File: config.mk
export PLATFORM = sky130hd
export DESIGN_NAME = iterative_shifter_flat
export DESIGN_NICKNAME = d
export VERILOG_FILES = /design/src/rtl/iterative_shifter_pkg.sv /design/src/rtl/iterative_shifter_if.sv /design/src/rtl/iterative_shifter_shift_step.sv /design/src/rtl/iterative_shifter.sv /design/src/flat_wrapper.sv
export SDC_FILE = /design/constraint.sdc
export NUM_CORES = 1
export LEC_CHECK = 0
export ABC_AREA = 1
export ABC_CLOCK_PERIOD_IN_PS = 1780
export BUFFER_PORTS_ARGS = -buffer_cell sky130_fd_sc_hd__buf_4
export CORE_ASPECT_RATIO = 2
export CORE_UTILIZATION = 55
export DETAILED_ROUTE_END_ITERATION = 10
export PLACE_DENSITY = 0.9
export SYNTH_ARGS = -nofsm -noshare
export SYNTH_HDL_FRONTEND = slang
export SYNTH_SLANG_ARGS = --single-unit
File: constraint.sdc
create_clock -name clk -period 1.78 [get_ports clk]
set_clock_uncertainty 0.05 [all_clocks]
set_input_delay 0.089 -clock clk [delete_from_list [all_inputs] [get_ports clk]]
set_output_delay 0.089 -clock clk [all_outputs]
set_load 0.1 [all_outputs]
File: src/rtl/iterative_shifter_pkg.sv
// rtl/iterative_shifter_pkg.sv - shared modes, states and defaults for iterative_shifter
// Purpose : operation codes, FSM state encoding, default widths and a mode
//           classification helper shared by the shifter, its step and its bus.
// Ports   : none (package).
package iterative_shifter_pkg;

  localparam int MODE_WIDTH         = 3;
  localparam int DEFAULT_DATA_WIDTH = 32;
  localparam int DEFAULT_STEP       = 1;

  localparam logic [MODE_WIDTH-1:0] MODE_PASS = 3'b000;
  localparam logic [MODE_WIDTH-1:0] MODE_SRA  = 3'b001;
  localparam logic [MODE_WIDTH-1:0] MODE_SLL  = 3'b010;
  localparam logic [MODE_WIDTH-1:0] MODE_SRL  = 3'b011;
  localparam logic [MODE_WIDTH-1:0] MODE_ROR  = 3'b100;
  localparam logic [MODE_WIDTH-1:0] MODE_ROL  = 3'b101;

  typedef enum logic [1:0] {
    ST_IDLE  = 2'b00,
    ST_SHIFT = 2'b01,
    ST_DONE  = 2'b10
  } state_t;

  // Codes 110/111 behave as PASS, so anything that is not a real shift is a pass.
  function automatic logic is_pass(input logic [MODE_WIDTH-1:0] mode);
    return !(mode inside {MODE_SRA, MODE_SLL, MODE_SRL, MODE_ROR, MODE_ROL});
  endfunction

endpackage

File: src/rtl/iterative_shifter_if.sv
// rtl/iterative_shifter_if.sv - start/done request bundle for iterative_shifter
// Purpose : groups the request (start, flush, mode, shamt, data_in) and the
//           response (ready, busy, done, data_out) of the shifter.
// Ports   : master drives the request and observes the response,
//           slave (the shifter) does the opposite.
interface iterative_shifter_if
  import iterative_shifter_pkg::*;
#(
  parameter int DATA_WIDTH = DEFAULT_DATA_WIDTH
);
  localparam int SHAMT_WIDTH = $clog2(DATA_WIDTH);

  logic                   start;
  logic                   flush;
  logic [MODE_WIDTH-1:0]  mode;
  logic [SHAMT_WIDTH-1:0] shamt;
  logic [DATA_WIDTH-1:0]  data_in;
  logic                   ready;
  logic                   busy;
  logic                   done;
  logic [DATA_WIDTH-1:0]  data_out;

  modport master (
    output start, flush, mode, shamt, data_in,
    input  ready, busy, done, data_out
  );

  modport slave (
    input  start, flush, mode, shamt, data_in,
    output ready, busy, done, data_out
  );

endinterface

File: src/rtl/iterative_shifter_shift_step.sv
// rtl/iterative_shifter_shift_step.sv - combinational single-step shifter
// Purpose : shifts/rotates din by k positions according to mode; the caller
//           keeps k within 0..STEP so this stays a narrow barrel stage.
// Ports   : mode (operation), din (operand), k (positions), dout (result).
module shift_step
  import iterative_shifter_pkg::*;
#(
  parameter int DATA_WIDTH = DEFAULT_DATA_WIDTH
) (
  input  logic [MODE_WIDTH-1:0]           mode,
  input  logic [DATA_WIDTH-1:0]           din,
  input  logic [$clog2(DATA_WIDTH)-1:0]   k,
  output logic [DATA_WIDTH-1:0]           dout
);

  logic [2*DATA_WIDTH-1:0] dbl;
  logic [2*DATA_WIDTH-1:0] rot;

  always_comb begin
    // Rotates shift a doubled copy so wrapped bits fall into the kept half.
    dbl  = {din, din};
    rot  = '0;
    dout = din;
    case (mode)
      MODE_PASS: dout = din;
      MODE_SRA:  dout = $signed(din) >>> k;
      MODE_SLL:  dout = din << k;
      MODE_SRL:  dout = din >> k;
      MODE_ROR: begin
        rot  = dbl >> k;
        dout = rot[DATA_WIDTH-1:0];
      end
      MODE_ROL: begin
        rot  = dbl << k;
        dout = rot[2*DATA_WIDTH-1:DATA_WIDTH];
      end
      default:   dout = din;
    endcase
  end

endmodule

File: src/rtl/iterative_shifter.sv
// rtl/iterative_shifter.sv - multi-cycle shifter, up to STEP positions per clock
// Purpose : accepts an operand on start, shifts it over several cycles and
//           reports the result with a one-cycle done pulse.
// Ports   : clk, rst_n (async active-low), bus (slave side of
//           iterative_shifter_if: start/flush/mode/shamt/data_in in,
//           ready/busy/done/data_out out).
module iterative_shifter
  import iterative_shifter_pkg::*;
#(
  parameter int DATA_WIDTH = DEFAULT_DATA_WIDTH,
  parameter int STEP       = DEFAULT_STEP
) (
  input logic                clk,
  input logic                rst_n,
  iterative_shifter_if.slave bus
);

  localparam int SHAMT_WIDTH = $clog2(DATA_WIDTH);

  state_t                 state_q, state_d;
  logic [SHAMT_WIDTH-1:0] remaining_q;
  logic [SHAMT_WIDTH-1:0] k;
  logic [MODE_WIDTH-1:0]  mode_q;
  logic [DATA_WIDTH-1:0]  acc_q;
  logic [DATA_WIDTH-1:0]  step_out;
  logic [DATA_WIDTH-1:0]  result_q;
  logic                   accept;
  logic                   advance;
  logic                   retire;
  logic                   done_w;

  // Remaining never exceeds DATA_WIDTH-1, so when STEP == DATA_WIDTH the
  // truncated STEP branch is never taken.
  always_comb begin
    k = remaining_q;
    if (int'(remaining_q) >= STEP) k = SHAMT_WIDTH'(STEP);
  end

  shift_step #(.DATA_WIDTH(DATA_WIDTH)) u_step (
    .mode (mode_q),
    .din  (acc_q),
    .k    (k),
    .dout (step_out)
  );

  always_ff @(posedge clk or negedge rst_n) begin
    if (!rst_n) state_q <= ST_IDLE;
    else        state_q <= state_d;
  end

  always_comb begin
    state_d = state_q;
    accept  = 1'b0;
    advance = 1'b0;
    retire  = 1'b0;
    case (state_q)
      ST_IDLE: begin
        // flush wins over a simultaneous start
        if (bus.start && !bus.flush) begin
          accept  = 1'b1;
          state_d = (bus.shamt == '0 || is_pass(bus.mode)) ? ST_DONE : ST_SHIFT;
        end
      end
      ST_SHIFT: begin
        if (bus.flush) begin
          state_d = ST_IDLE;
        end else begin
          advance = 1'b1;
          if (remaining_q == k) state_d = ST_DONE;
        end
      end
      ST_DONE: begin
        state_d = ST_IDLE;
        retire  = !bus.flush;
      end
      default: state_d = ST_IDLE;
    endcase
  end

  always_ff @(posedge clk or negedge rst_n) begin
    if (!rst_n) begin
      remaining_q <= '0;
      mode_q      <= MODE_PASS;
      acc_q       <= '0;
      result_q    <= '0;
    end else begin
      if (accept) begin
        remaining_q <= bus.shamt;
        mode_q      <= bus.mode;
        acc_q       <= bus.data_in;
      end else if (advance) begin
        remaining_q <= remaining_q - k;
        acc_q       <= step_out;
      end
      if (retire) result_q <= acc_q;
    end
  end

  // The finished accumulator is shown directly while done is high so the
  // result is valid in the pulse cycle; a flush in DONE suppresses both.
  assign done_w       = (state_q == ST_DONE) && !bus.flush;
  assign bus.done     = done_w;
  assign bus.ready    = (state_q == ST_IDLE);
  assign bus.busy     = (state_q == ST_SHIFT);
  assign bus.data_out = done_w ? acc_q : result_q;

endmodule

File: src/flat_wrapper.sv
// flat-port wrapper written by rule: the top's interface ports become plain ports
module iterative_shifter_flat import iterative_shifter_pkg::*;
#(
  parameter int DATA_WIDTH = DEFAULT_DATA_WIDTH,
  parameter int STEP       = DEFAULT_STEP
)
  (clk, rst_n, bus_start, bus_flush, bus_mode, bus_shamt, bus_data_in, bus_ready, bus_busy, bus_done, bus_data_out);
  iterative_shifter_if #(.DATA_WIDTH(DATA_WIDTH)) bus_i ();
  input logic clk;
  input logic rst_n;
  input wire logic [$bits(bus_i.start)-1:0] bus_start;
  input wire logic [$bits(bus_i.flush)-1:0] bus_flush;
  input wire logic [$bits(bus_i.mode)-1:0] bus_mode;
  input wire logic [$bits(bus_i.shamt)-1:0] bus_shamt;
  input wire logic [$bits(bus_i.data_in)-1:0] bus_data_in;
  output wire logic [$bits(bus_i.ready)-1:0] bus_ready;
  output wire logic [$bits(bus_i.busy)-1:0] bus_busy;
  output wire logic [$bits(bus_i.done)-1:0] bus_done;
  output wire logic [$bits(bus_i.data_out)-1:0] bus_data_out;
  assign bus_i.start = bus_start;
  assign bus_i.flush = bus_flush;
  assign bus_i.mode = bus_mode;
  assign bus_i.shamt = bus_shamt;
  assign bus_i.data_in = bus_data_in;
  assign bus_ready = bus_i.ready;
  assign bus_busy = bus_i.busy;
  assign bus_done = bus_i.done;
  assign bus_data_out = bus_i.data_out;
  iterative_shifter #(.DATA_WIDTH(DATA_WIDTH), .STEP(STEP)) u_core (.clk(clk), .rst_n(rst_n), .bus(bus_i));
endmodule
==> impl_metrics.env, run 1 <==
export IMPL_synth_edff_count=0
export IMPL_syn_area_um2=4200
export IMPL_die_w_um=63.8
export IMPL_lastStage="global routing (5_1_grt)"
export IMPL_synthFlopType="dfrtp_1"
export IMPL_netlist_top_cells_count="208 x nand2_1, 82 x inv_1, 74 x dfrtp_1"
export IMPL_start_util_pct=57.4
export IMPL_die_y_um=126
export IMPL_synthCells=587
export IMPL_synth_nets=633
export IMPL_placedCellCount=753
export IMPL_root_buffer="clkbuf_16"
export IMPL_async_flop_share_pct=100
export IMPL_cts_buffers=9
export IMPL_place_hpwl_mm=8.54
export IMPL_synth_top_area_share_pct=44.1
export IMPL_rows=44
export IMPL_grtUsageTotal_pct=51.5
export IMPL_cts_max_level=3
export IMPL_grt_max_degree=39
export IMPL_synth_seq_cells=74
export IMPL_crit_endpoint="bus_data_out[15]"
export IMPL_yosys_area_top_type="dfrtp_1"
export IMPL_gp_congestion=0.893
export IMPL_clockBufferDepth=2
export IMPL_port_buffers=78
export IMPL_seq_area_frac_synth_pct=44.1
export IMPL_yosysWarnings=0
export IMPL_ys_types=31
export IMPL_cts_sinks=74
export IMPL_endpoint_type="top-level output"
export IMPL_pin_count=79
export IMPL_grt_overflow=2
export IMPL_status="did not finish"
export IMPL_synth_area_top_cells="dfrtp_1 44%, nand2_1 19%, inv_1 7.3%, nand3_1 4.6%, o21ai_0 3.7%"
export IMPL_synth_most_common_cell="nand2_1"
export IMPL_avgSynthCellArea_um2=7.16
export IMPL_error="[ERROR GRT-0232] Routing congestion too high. Check the congestion heatmap in the GUI."
==> kinds of logic after synthesis <==
logic type / after synthesis / synth area share (%)
xor gates and xnor gates: 3 / 0.626
buffers and inverters: 112 / 11.0
adders and majority gates: 2 / 0.596
AOI/OAI and AO/OA: 71 / 9.06
DFF: 74 / 44.1
and+or+nand+nor: 325 / 34.6
==> per-layer routing <==
layer / GRT usage [%] / GRT overflow
met1: 52.1 / 0
met2: 77.9 / 2
met3: 20.7 / 0
met4: 49.6 / 0
met5: 0 / 0
==> what timing repair did <==
action	CTS
endpoints found under the setup margin	33
setup buffers	3
gates cloned	2
hold buffers	10
pin swaps	4
hold endpoints to repair	45
gates resized for setup	102
==> per-stage QoR <==
| step | setup TNS [ns] | cell area, um2 | hold WS [ns] | setup slack (ns) |
|---|---|---|---|---|
| 2_1_floorplan | -60.23 | 4640 | -0.257 | -0.733 |
| 3_3_place_gp | 0 | 5340 | 0.0390 | 0.119 |
| 3_5_place_dp | 0 | 5340 | 0.0388 | 0.0165 |
| 4_1_cts | -1.68 | 6200 | 0.00533 | -0.0800 |
==> run 2, diff against run 1 <==
--- a/config.mk
+++ b/config.mk
@@ -8,10 +8,9 @@
 export ABC_AREA = 1
 export ABC_CLOCK_PERIOD_IN_PS = 1780
 export BUFFER_PORTS_ARGS = -buffer_cell sky130_fd_sc_hd__buf_4
-export CORE_ASPECT_RATIO = 2
-export CORE_UTILIZATION = 55
+export CORE_UTILIZATION = 40
 export DETAILED_ROUTE_END_ITERATION = 10
-export PLACE_DENSITY = 0.9
+export PLACE_DENSITY_LB_ADDON = 0.15
 export SYNTH_ARGS = -nofsm -noshare
 export SYNTH_HDL_FRONTEND = slang
 export SYNTH_SLANG_ARGS = --single-unit
==> run 2 against run 1 <==
Net effect: the flow now finishes, with violations (negative setup slack); synthesized cell count stayed put; area after synthesis stayed put.
==> impl_metrics.env, run 2 <==
export IMPL_root_buffer="clkbuf_8"
export IMPL_rows=37
export IMPL_start_kind="flip-flop"
export IMPL_pin_count=79
export IMPL_drt_iter0_drc=274
export IMPL_fmax_mhz=522
export IMPL_crit_chain="nor3_4, inv_6, buf_16, o21ai_4, buf_12"
export IMPL_grt_pass1_vias=4219
export IMPL_p_per_area_nw_per_um2=2060
export IMPL_combPwrFrac_pct=67.3
export IMPL_worstSetupEndpoint="bus_data_out[0]"
export IMPL_max_slew_margin_pct=75.2
export IMPL_status="finished with violations"
export IMPL_clk_pin_slew_ns=0.08
export IMPL_arrival_ns=1.78
export IMPL_grt_max_degree=34
export IMPL_post_drt_via_cell_ratio=5.02
export IMPL_ir_drop_uv=1580
export IMPL_layout_drive_gt1_share_pct=30.2
export IMPL_timing_final_crit_share_pct=108
export IMPL_final_setup_worst_slack_ns=-0.134
export IMPL_die_w_um=104
export IMPL_synthCells=587
export IMPL_die_area_um2=10900
export IMPL_multi_input_comb_area_um2=2380
export IMPL_regArea_um2=1850
export IMPL_maxCapViolCount=0
export IMPL_ys_types=31
export IMPL_r2r_slack_ns=-0.01
export IMPL_hp_class="in -> reg"
export IMPL_avgSynthCellArea_um2=7.16
export IMPL_utilization_pct=65.6
export IMPL_layout_nets=760
export IMPL_violations="negative setup slack"
export IMPL_hold_violations=0
export IMPL_synth_area_top_cells="dfrtp_1 44%, nand2_1 19%, inv_1 7.3%, nand3_1 4.6%, o21ai_0 3.7%"
export IMPL_ant_nets=0
export IMPL_synth_most_common_cell="nand2_1"
export IMPL_gp_congestion=0.871
export IMPL_timing_rr_end="u_core.acc_q[20]"
export IMPL_drt_pre_antenna_iters=5
export IMPL_reg2reg_depth=11
export IMPL_wirelength_mm=12.8
export IMPL_cp_startpoint="u_core.state_q[0]"
export IMPL_die_y_um=104
export IMPL_finalSetupViolCount=33
export IMPL_slowest_stage="dfrtp_2"
export IMPL_synth_nets=633
export IMPL_worst_pin_slew_ns=0.372
export IMPL_placedCellCount=801
export IMPL_netlist_top_cells_count="208 x nand2_1, 82 x inv_1, 74 x dfrtp_1"
export IMPL_leakage_nw=3.36
export IMPL_endpoint_kind="output pin"
export IMPL_grt_overflow=0
export IMPL_p_sw_share_pct=51.5
export IMPL_yosys_area_top_type="dfrtp_1"
export IMPL_grtUsageTotal_pct=24.1
export IMPL_top_regs="u_core.acc_q (32), u_core.result_q (32), u_core.remaining_q (5)"
export IMPL_wl_per_cell_um=15.0
export IMPL_cts_max_level=3
export IMPL_cts_sinks=74
export IMPL_cts_buffers=9
export IMPL_grt_setup_unrepaired="true"
export IMPL_drc=0
export IMPL_path_max_fanout=8
export IMPL_finalCriticalPeriod_ns=1.91
export IMPL_seq_power_share_pct=19.9
export IMPL_synthFlopType="dfrtp_1"
export IMPL_grt_pass1_wl_mm=20.7
export IMPL_mostFrequentLayoutCell="nand2_1"
export IMPL_syn_to_final_growth_pct=59.8
export IMPL_synth_top_area_share_pct=44.1
export IMPL_port_buffers=78
export IMPL_slowest_delay_ns=0.43
export IMPL_cts_tree="built"
export IMPL_async_flop_share_pct=100
export IMPL_p_switching_w=0.00713
export IMPL_seq_area_frac_synth_pct=44.1
export IMPL_most_common_layout_cells="203 x nand2_1, 80 x inv_1, 77 x buf_4"
export IMPL_fill_cells=837
export IMPL_num_vias=4294
export IMPL_antenna_found_initial=0
export IMPL_insertedDiodeCount=0
export IMPL_clock_latency_ns=0.37
export IMPL_clockBufferDepth=2
export IMPL_slew_viol_final=0
export IMPL_r2r_start="u_core.state_q[0]"
export IMPL_critPathRequiredTime_ns=1.64
export IMPL_synth_edff_count=0
export IMPL_syn_area_um2=4200
export IMPL_p_int_w=0.00672
export IMPL_start_util_pct=41.1
export IMPL_coreArea_um2=10200
export IMPL_place_hpwl_mm=7.75
export IMPL_path_class="reg -> out"
export IMPL_synth_seq_cells=74
export IMPL_instances_no_fill=855
export IMPL_pwr_share_clk_pct=12.7
export IMPL_yosysWarnings=0
run 2: power groups by stage:
stage	Sequential, W	Clock, W	Combinational, W
floorplan	0.00273	0	0.00623
global placement	0.00278	0	0.00760
detailed placement	0.00279	0	0.00767
CTS	0.00275	0.00180	0.00891
global route	0.00284	0.00185	0.00989
finish	0.00276	0.00176	0.00933
run 2: kinds of logic after synthesis:
| kind of cell | count (synthesis) | share of synthesized area [%] |
|---|---|---|
| and+or+nand+nor | 325 | 34.6 |
| DFF | 74 | 44.1 |
| adders and majority gates | 2 | 0.596 |
| xor gates and xnor gates | 3 | 0.626 |
| buffers and inverters | 112 | 11.0 |
| AOI/OAI and AO/OA | 71 | 9.06 |
run 2: layout make-up:
type / instances / share of cell area [%]
clock buffers: 10 / 1.90
clock inverters: 6 / 2.05
inverters: 87 / 5.07
multi-input cells: 401 / 35.4
flip-flops and latches: 74 / 27.6
well taps: 136 / 2.54
repair buffers: 140 / 25.3
repair inverters: 1 / 0.112
run 2: per-stage QoR:
stage / power [W] / TNS (ns) / cell area (um2) / setup WS [ns] / hold slack (ns)
CTS: 0.0135 / -3.68 / 6400 / -0.136 / 0.0114
detailed placement: 0.0105 / -0.542 / 5430 / -0.0436 / -0.0415
global route: 0.0146 / -6.57 / 6710 / -0.207 / 0.0318
floorplan: 0.00896 / -60.23 / 4640 / -0.733 / -0.257
global placement: 0.0104 / 0 / 5430 / 0.00928 / -0.0413
finish: 0.0139 / -3.46 / 6710 / -0.134 / 0.0190
run 2: how the worst min path moves through the flow:
stage	start	end	slack, ns	cells after the start
after floorplan	rst_n	u_core.acc_q[0]	-0.26	0
after global placement	rst_n	u_core.result_q[19]	-0.04	1
after detailed placement	rst_n	u_core.result_q[18]	-0.04	1
after CTS	bus_data_in[2]	u_core.acc_q[2]	0.01	5
after global routing	bus_data_in[4]	u_core.acc_q[4]	0.03	5
final	bus_data_in[2]	u_core.acc_q[2]	0.02	5
run 2: critical path: cells and delay by family (launching register included):
kind | cells | cell delay (ns)
AOI/OAI and AO/OA | 1 | 0.20
DFF | 1 | 0.43
and+or+nand+nor | 1 | 0.26
buffers and inverters | 3 | 0.52
run 2: per-layer routing:
metal	part of all wire (%)	GRT usage [%]	vias to the layer above	wire length, um
met1	45	32.3	2013	5810
met3	4.9	3.07	25	633
li1	-	-	2109	-
met2	48	39.2	147	6150
met4	1.7	10.0	0	217
met5	0	0	-	0
run 2: repair_timing:
item,in CTS,in global routing
hold endpoints to repair,90,0
setup endpoints to repair,43,59
gates cloned,5,4
pin swaps,4,9
hold buffers,17,0
buffers inserted,3,9
resized for setup,102,24
Power figures use the tool's default switching activity.
==> run 3, diff against run 2 <==
--- a/config.mk
+++ b/config.mk
@@ -11,6 +11,7 @@
 export CORE_UTILIZATION = 40
 export DETAILED_ROUTE_END_ITERATION = 10
 export PLACE_DENSITY_LB_ADDON = 0.15
+export SETUP_SLACK_MARGIN = 0.3
 export SYNTH_ARGS = -nofsm -noshare
 export SYNTH_HDL_FRONTEND = slang
 export SYNTH_SLANG_ARGS = --single-unit
==> run 3 against run 2 <==
Net effect: the run still ends with negative setup slack left; clock-buffer cell count fell by 1; global-route usage rose by 0.66 points; worst hold slack got worse by 0.0026 ns; sequential share of layout area fell by 1.6 points; combinational power rose by 9%.
==> impl_metrics.env, run 3 (same netlist as run 2, synthesis figures left out) <==
export IMPL_status="finished with violations"
export IMPL_violations="negative setup slack"
export IMPL_cts_tree="built"
export IMPL_slowest_delay_ns=0.42
export IMPL_place_hpwl_mm=8.03
export IMPL_cts_sinks=74
export IMPL_antenna_found_initial=0
export IMPL_insertedDiodeCount=0
export IMPL_crit_family="buffers and inverters"
export IMPL_mostFrequentLayoutCell="nand2_1"
export IMPL_p_per_area_nw_per_um2=2020
export IMPL_cts_buffers=9
export IMPL_clockBufferDepth=2
export IMPL_clk_pin_slew_ns=0.08
export IMPL_wl_per_cell_um=15.3
export IMPL_pin_count=79
export IMPL_finalCriticalPeriod_ns=1.92
export IMPL_grt_overflow=0
export IMPL_max_slew_margin_pct=74.8
export IMPL_r2r_slack_ns=-0.07
export IMPL_gp_congestion=0.845
export IMPL_crit_chain="nor3_4, inv_4, buf_12, buf_16, nand2_2, o21ai_4, buf_12"
export IMPL_cp_startpoint="u_core.state_q[0]"
export IMPL_root_buffer="clkbuf_8"
export IMPL_ant_nets=0
export IMPL_wirelength_mm=13.4
export IMPL_rows=37
export IMPL_top_regs="u_core.acc_q (32), u_core.result_q (32), u_core.remaining_q (5)"
export IMPL_placedCellCount=800
export IMPL_layout_drive_gt1_share_pct=37.6
export IMPL_drt_iter0_drc=272
export IMPL_start_kind="flip-flop"
export IMPL_fill_cells=757
export IMPL_power_w=0.0144
export IMPL_worst_pin_slew_ns=0.378
export IMPL_slowest_stage="dfrtp_1"
export IMPL_port_buffers=78
export IMPL_grt_max_degree=49
export IMPL_endpoint_kind="output pin"
export IMPL_cpMostUsedCell="buf_12"
export IMPL_timing_rr_end="u_core.acc_q[1]"
export IMPL_maxCapViolCount=0
export IMPL_post_drt_via_cell_ratio=5.14
export IMPL_finalSetupViolCount=56
export IMPL_r2r_start="u_core.state_q[0]"
export IMPL_grt_setup_unrepaired="true"
export IMPL_instances_no_fill=876
export IMPL_most_common_layout_cells="179 x nand2_1, 77 x inv_1, 77 x buf_4"
export IMPL_start_util_pct=41.1
export IMPL_arrival_ns=1.78
export IMPL_hold_violations=0
export IMPL_timing_final_crit_share_pct=108
export IMPL_die_area_um2=10900
export IMPL_cts_max_level=3
export IMPL_grt_pass1_wl_mm=21.3
export IMPL_slew_viol_final=0
export IMPL_critPathBufInv=4
export IMPL_path_class="reg -> out"
export IMPL_clock_latency_ns=0.36
export IMPL_coreArea_um2=10200
export IMPL_grt_pass1_vias=4407
export IMPL_final_setup_worst_slack_ns=-0.138
export IMPL_drt_pre_antenna_iters=5
export IMPL_critPathRequiredTime_ns=1.64
export IMPL_die_w_um=104
export IMPL_grtUsageTotal_pct=24.8
export IMPL_cp_depth=7
export IMPL_hp_class="in -> reg"
export IMPL_leakage_nw=3.51
export IMPL_die_y_um=104
export IMPL_ir_drop_uv=1320
export IMPL_fmax_mhz=521
export IMPL_num_vias=4507
export IMPL_worstSetupEndpoint="bus_data_out[21]"
export IMPL_layout_nets=781
export IMPL_drc=0
export IMPL_utilization_pct=69.6
export IMPL_path_max_fanout=15
export IMPL_syn_to_final_growth_pct=69.5
export IMPL_reg2reg_depth=10
## run 3: cell count changes in the layout (fill, tap and decap cells not counted), sizes merged
cell,previous run,this run
buf,119,140
bufinv,4,1
nand3,40,41
dlygate4sd3,17,15
clkinvlp,2,4
bufbuf,0,3
clkinv,2,6
inv,86,84
clkbuf,14,11
## run 3: worst min-delay path by stage
stage	from	endpoint	slack, ns	cells after the start
2_1_floorplan	rst_n	u_core.acc_q[0]	-0.26	0
3_3_place_gp	rst_n	u_core.result_q[19]	-0.01	1
3_5_place_dp	rst_n	u_core.result_q[19]	-0.01	1
4_1_cts	bus_data_in[30]	u_core.acc_q[30]	0.002	5
5_1_grt	bus_data_in[24]	u_core.acc_q[24]	0.03	5
6_report	bus_data_in[30]	u_core.acc_q[30]	0.02	5
## run 3: final cells by class
class                   instances  area (um2)  area share, %
multi-input cells             402        2500           35.1
repair buffers                160        2060           28.9
flip-flops and latches         74        1860           26.1
inverters                      87         340           4.78
well taps                     136         170           2.39
clock buffers                   9         124           1.74
clock inverters                 7        70.1          0.984
repair inverters                1        7.51          0.105
## run 3: repair_timing
item                                    in CTS  in global routing
hold buffers                                15                  0
buffers inserted                            20                 15
pin swaps                                   10                  8
endpoints found under the setup margin      67                 77
resized for setup                          164                 38
hold endpoints to repair                    88                  0
gates cloned                                 8                  2
## run 3: per-layer routing
layer	global-route usage, %	share of wire [%]	vias up
li1	-	-	2150
met1	31.3	42	2128
met2	41.8	50	195
met3	4.07	5.6	34
met4	10.4	2.5	0
met5	0	0	-
## run 3: worst register-to-register path, delay by kind of cell (launching register included)
kind,cells,cell delay [ns]
buffers and inverters,3,0.54
flip-flops,1,0.42
AND/OR/NAND/NOR,7,0.78
## run 3: report_power, final
group          internal, W  switching, W
sequential         0.00245      0.000380
clock             0.000644      0.000668
combinational      0.00384       0.00641
total              0.00693       0.00746
## run 3: per-stage QoR
step	setup WS [ns]	hold slack [ns]	area [um2]	TNS, ns
6_report	-0.138	0.0164	7120	-3.81
5_1_grt	-0.213	0.0311	7120	-7.93
4_1_cts	-0.137	0.00245	6800	-3.12
3_5_place_dp	-0.0179	-0.0122	5430	-0.0179
3_3_place_gp	0.00606	-0.0127	5430	0
2_1_floorplan	-0.733	-0.257	4640	-60.23
==> run 4, diff against run 3 <==
--- a/config.mk
+++ b/config.mk
@@ -7,9 +7,9 @@
 export LEC_CHECK = 0
 export ABC_AREA = 1
 export ABC_CLOCK_PERIOD_IN_PS = 1780
-export BUFFER_PORTS_ARGS = -buffer_cell sky130_fd_sc_hd__buf_4
 export CORE_UTILIZATION = 40
 export DETAILED_ROUTE_END_ITERATION = 10
+export DONT_BUFFER_PORTS = 1
 export PLACE_DENSITY_LB_ADDON = 0.15
 export SETUP_SLACK_MARGIN = 0.3
 export SYNTH_ARGS = -nofsm -noshare
==> run 4 against run 3 <==
Net effect: the run ends with negative hold slack, negative setup slack left; maximum frequency is 2.6% lower; register-to-register slack worse by 0.09 ns; worst hold slack worse by 0.64 ns; sequential power hardly changed; utilization is 1.6 points lower; flip-flop and latch count stayed put; setup slack worse by 0.052 ns; final area is 2.3% lower; non-clock buffer count is 28 lower; combinational power hardly changed; die area stayed put.
==> impl_metrics.env, run 4 (same netlist as run 2, synthesis figures left out) <==
export IMPL_coreArea_um2=10200
export IMPL_power_w=0.0141
export IMPL_num_vias=4534
export IMPL_drc=0
export IMPL_violations="negative hold slack, negative setup slack"
export IMPL_p_per_area_nw_per_um2=2020
export IMPL_antenna_found_initial=0
export IMPL_arrival_ns=1.83
export IMPL_most_common_layout_cells="193 x nand2_1, 79 x inv_1, 74 x dfrtp_1"
export IMPL_wirelength_mm=14.3
export IMPL_finalCriticalPeriod_ns=1.97
export IMPL_cts_hold_buf=27
export IMPL_layout_nets=752
export IMPL_hold_violations=74
export IMPL_die_area_um2=10900
export IMPL_grt_overflow=0
export IMPL_path_class="reg -> out"
export IMPL_fmax_mhz=507
export IMPL_layout_drive_gt1_share_pct=30.5
export IMPL_drt_iter0_drc=416
export IMPL_wl_per_cell_um=16.8
export IMPL_slowest_stage="dfrtp_1"
export IMPL_utilization_pct=68.0
export IMPL_path_max_fanout=8
export IMPL_hp_class="in -> async"
export IMPL_root_buffer="clkbuf_8"
export IMPL_start_kind="flip-flop"
export IMPL_grt_setup_unrepaired="true"
export IMPL_cts_tree="built"
export IMPL_mostFrequentLayoutCell="nand2_1"
export IMPL_grt_pass1_vias=4369
export IMPL_slowest_delay_ns=0.42
export IMPL_ant_nets=0
export IMPL_place_hpwl_mm=7.97
export IMPL_pin_count=79
export IMPL_slew_viol_final=0
export IMPL_die_w_um=104
export IMPL_port_buffers=0
export IMPL_cpMostUsedCell="buf_12"
export IMPL_top_regs="u_core.acc_q (32), u_core.result_q (32), u_core.remaining_q (5)"
export IMPL_grt_max_degree=75
export IMPL_final_setup_worst_slack_ns=-0.190
export IMPL_die_y_um=104
export IMPL_post_drt_via_cell_ratio=5.35
export IMPL_drt_pre_antenna_iters=5
export IMPL_gr_usage_met2_pct=41.2
export IMPL_fill_cells=733
export IMPL_rows=37
export IMPL_max_slew_margin_pct=72.2
export IMPL_start_util_pct=41.1
export IMPL_critPathRequiredTime_ns=1.64
export IMPL_multi_input_comb_area_um2=2460
export IMPL_regArea_um2=1850
export IMPL_cts_sinks=74
export IMPL_finalSetupViolCount=62
export IMPL_placedCellCount=755
export IMPL_grt_use_met1_pct=31.0
export IMPL_insertedDiodeCount=0
export IMPL_clock_latency_ns=0.35
export IMPL_met3_usage_pct=5.08
export IMPL_cts_buffers=9
export IMPL_syn_to_final_growth_pct=65.6
export IMPL_holdWs_ns=-0.628
export IMPL_grtUsageTotal_pct=25.0
export IMPL_leakage_nw=3.39
export IMPL_endpoint_kind="output pin"
export IMPL_timing_final_crit_share_pct=111
export IMPL_grt_busiest_layer="met2"
export IMPL_clk_pin_slew_ns=0.08
export IMPL_grt_pass1_wl_mm=21.4
export IMPL_worst_pin_slew_ns=0.417
export IMPL_cts_max_level=3
export IMPL_ir_drop_uv=1740
export IMPL_instances_no_fill=847
export IMPL_gp_congestion=0.883
export IMPL_crit_chain="nor3_4, inv_4, buf_12, buf_16, o21ai_4, buf_12"
export IMPL_clockBufferDepth=2
export IMPL_status="finished with violations"
export IMPL_maxCapViolCount=0
-- run 4: changes by cell type in the layout (fill, tap and decap cells not counted), moves of 4 or more --
cell,delta
buf_4,-50
nand2_1,+14
nand2_2,-13
dlygate4sd3_1,+12
buf_16,+5
buf_6,+4
o21ai_1,+4
-- run 4: path summary, 6_finish.rpt --
kind                                        start                    end  slack (ns)  cells past startpoint
max in group asynchronous                   rst_n  u_core.remaining_q[4]        2.19                      0
worst min register to register    u_core.acc_q[4]        u_core.acc_q[4]        0.44                      2
worst max register to register  u_core.state_q[0]       u_core.acc_q[20]       -0.16                     12
worst min-delay path                        rst_n    u_core.result_q[21]       -0.63                      0
worst max-delay path            u_core.state_q[0]        bus_data_out[7]       -0.19                      6
min in group clk                  bus_data_in[18]       u_core.acc_q[18]        0.01                      5
-- run 4: critical path, delay by kind of cell (launching register included) --
family	cells	cell delay, ns
flops	1	0.42
buf+inv	4	0.58
compound gates	1	0.18
simple gates	1	0.29
-- run 4: area by class of cell --
| type | instances | area share, % |
|---|---|---|
| Multi-Input combinational cell | 402 | 35.3 |
| Timing Repair Buffer | 132 | 28.1 |
| Tap cell | 136 | 2.45 |
| Inverter | 87 | 4.86 |
| Sequential cell | 74 | 26.6 |
| Clock inverter | 4 | 0.378 |
| Clock buffer | 12 | 2.23 |
-- run 4: metrics by stage --
step / instance area (um2) / TNS, ns / setup WS (ns)
floorplan: 4640 / -60.23 / -0.733
global placement: 5500 / 0 / 0.173
detailed placement: 5500 / 0 / 0.0988
CTS: 6620 / -3.42 / -0.146
global route: 6950 / -12.08 / -0.247
finish: 6950 / -8.39 / -0.190
-- run 4: routing by layer --
layer	vias up	wire, um
met5	-	0
met4	0	601
li1	2098	-
met1	2144	5900
met2	230	6870
met3	62	891
-- run 4: repair_timing --
| action | in CTS | in global routing |
|---|---|---|
| buffers inserted | 26 | 13 |
| setup endpoints to repair | 67 | 77 |
| gates resized for setup | 60 | 44 |
| hold endpoints to repair | 101 | 74 |
| cloned | 8 | 2 |
| pin swaps | 17 | 18 |
-- run 4: power by group --
group | switching [W] | internal [W] | leakage, nW | total, W
Clock | 0.000650 | 0.000581 | 0.0924 | 0.00123
Combinational | 0.00640 | 0.00362 | 2.45 | 0.0100
Sequential | 0.000382 | 0.00244 | 0.847 | 0.00282
Total | 0.00743 | 0.00665 | 3.39 | 0.0141
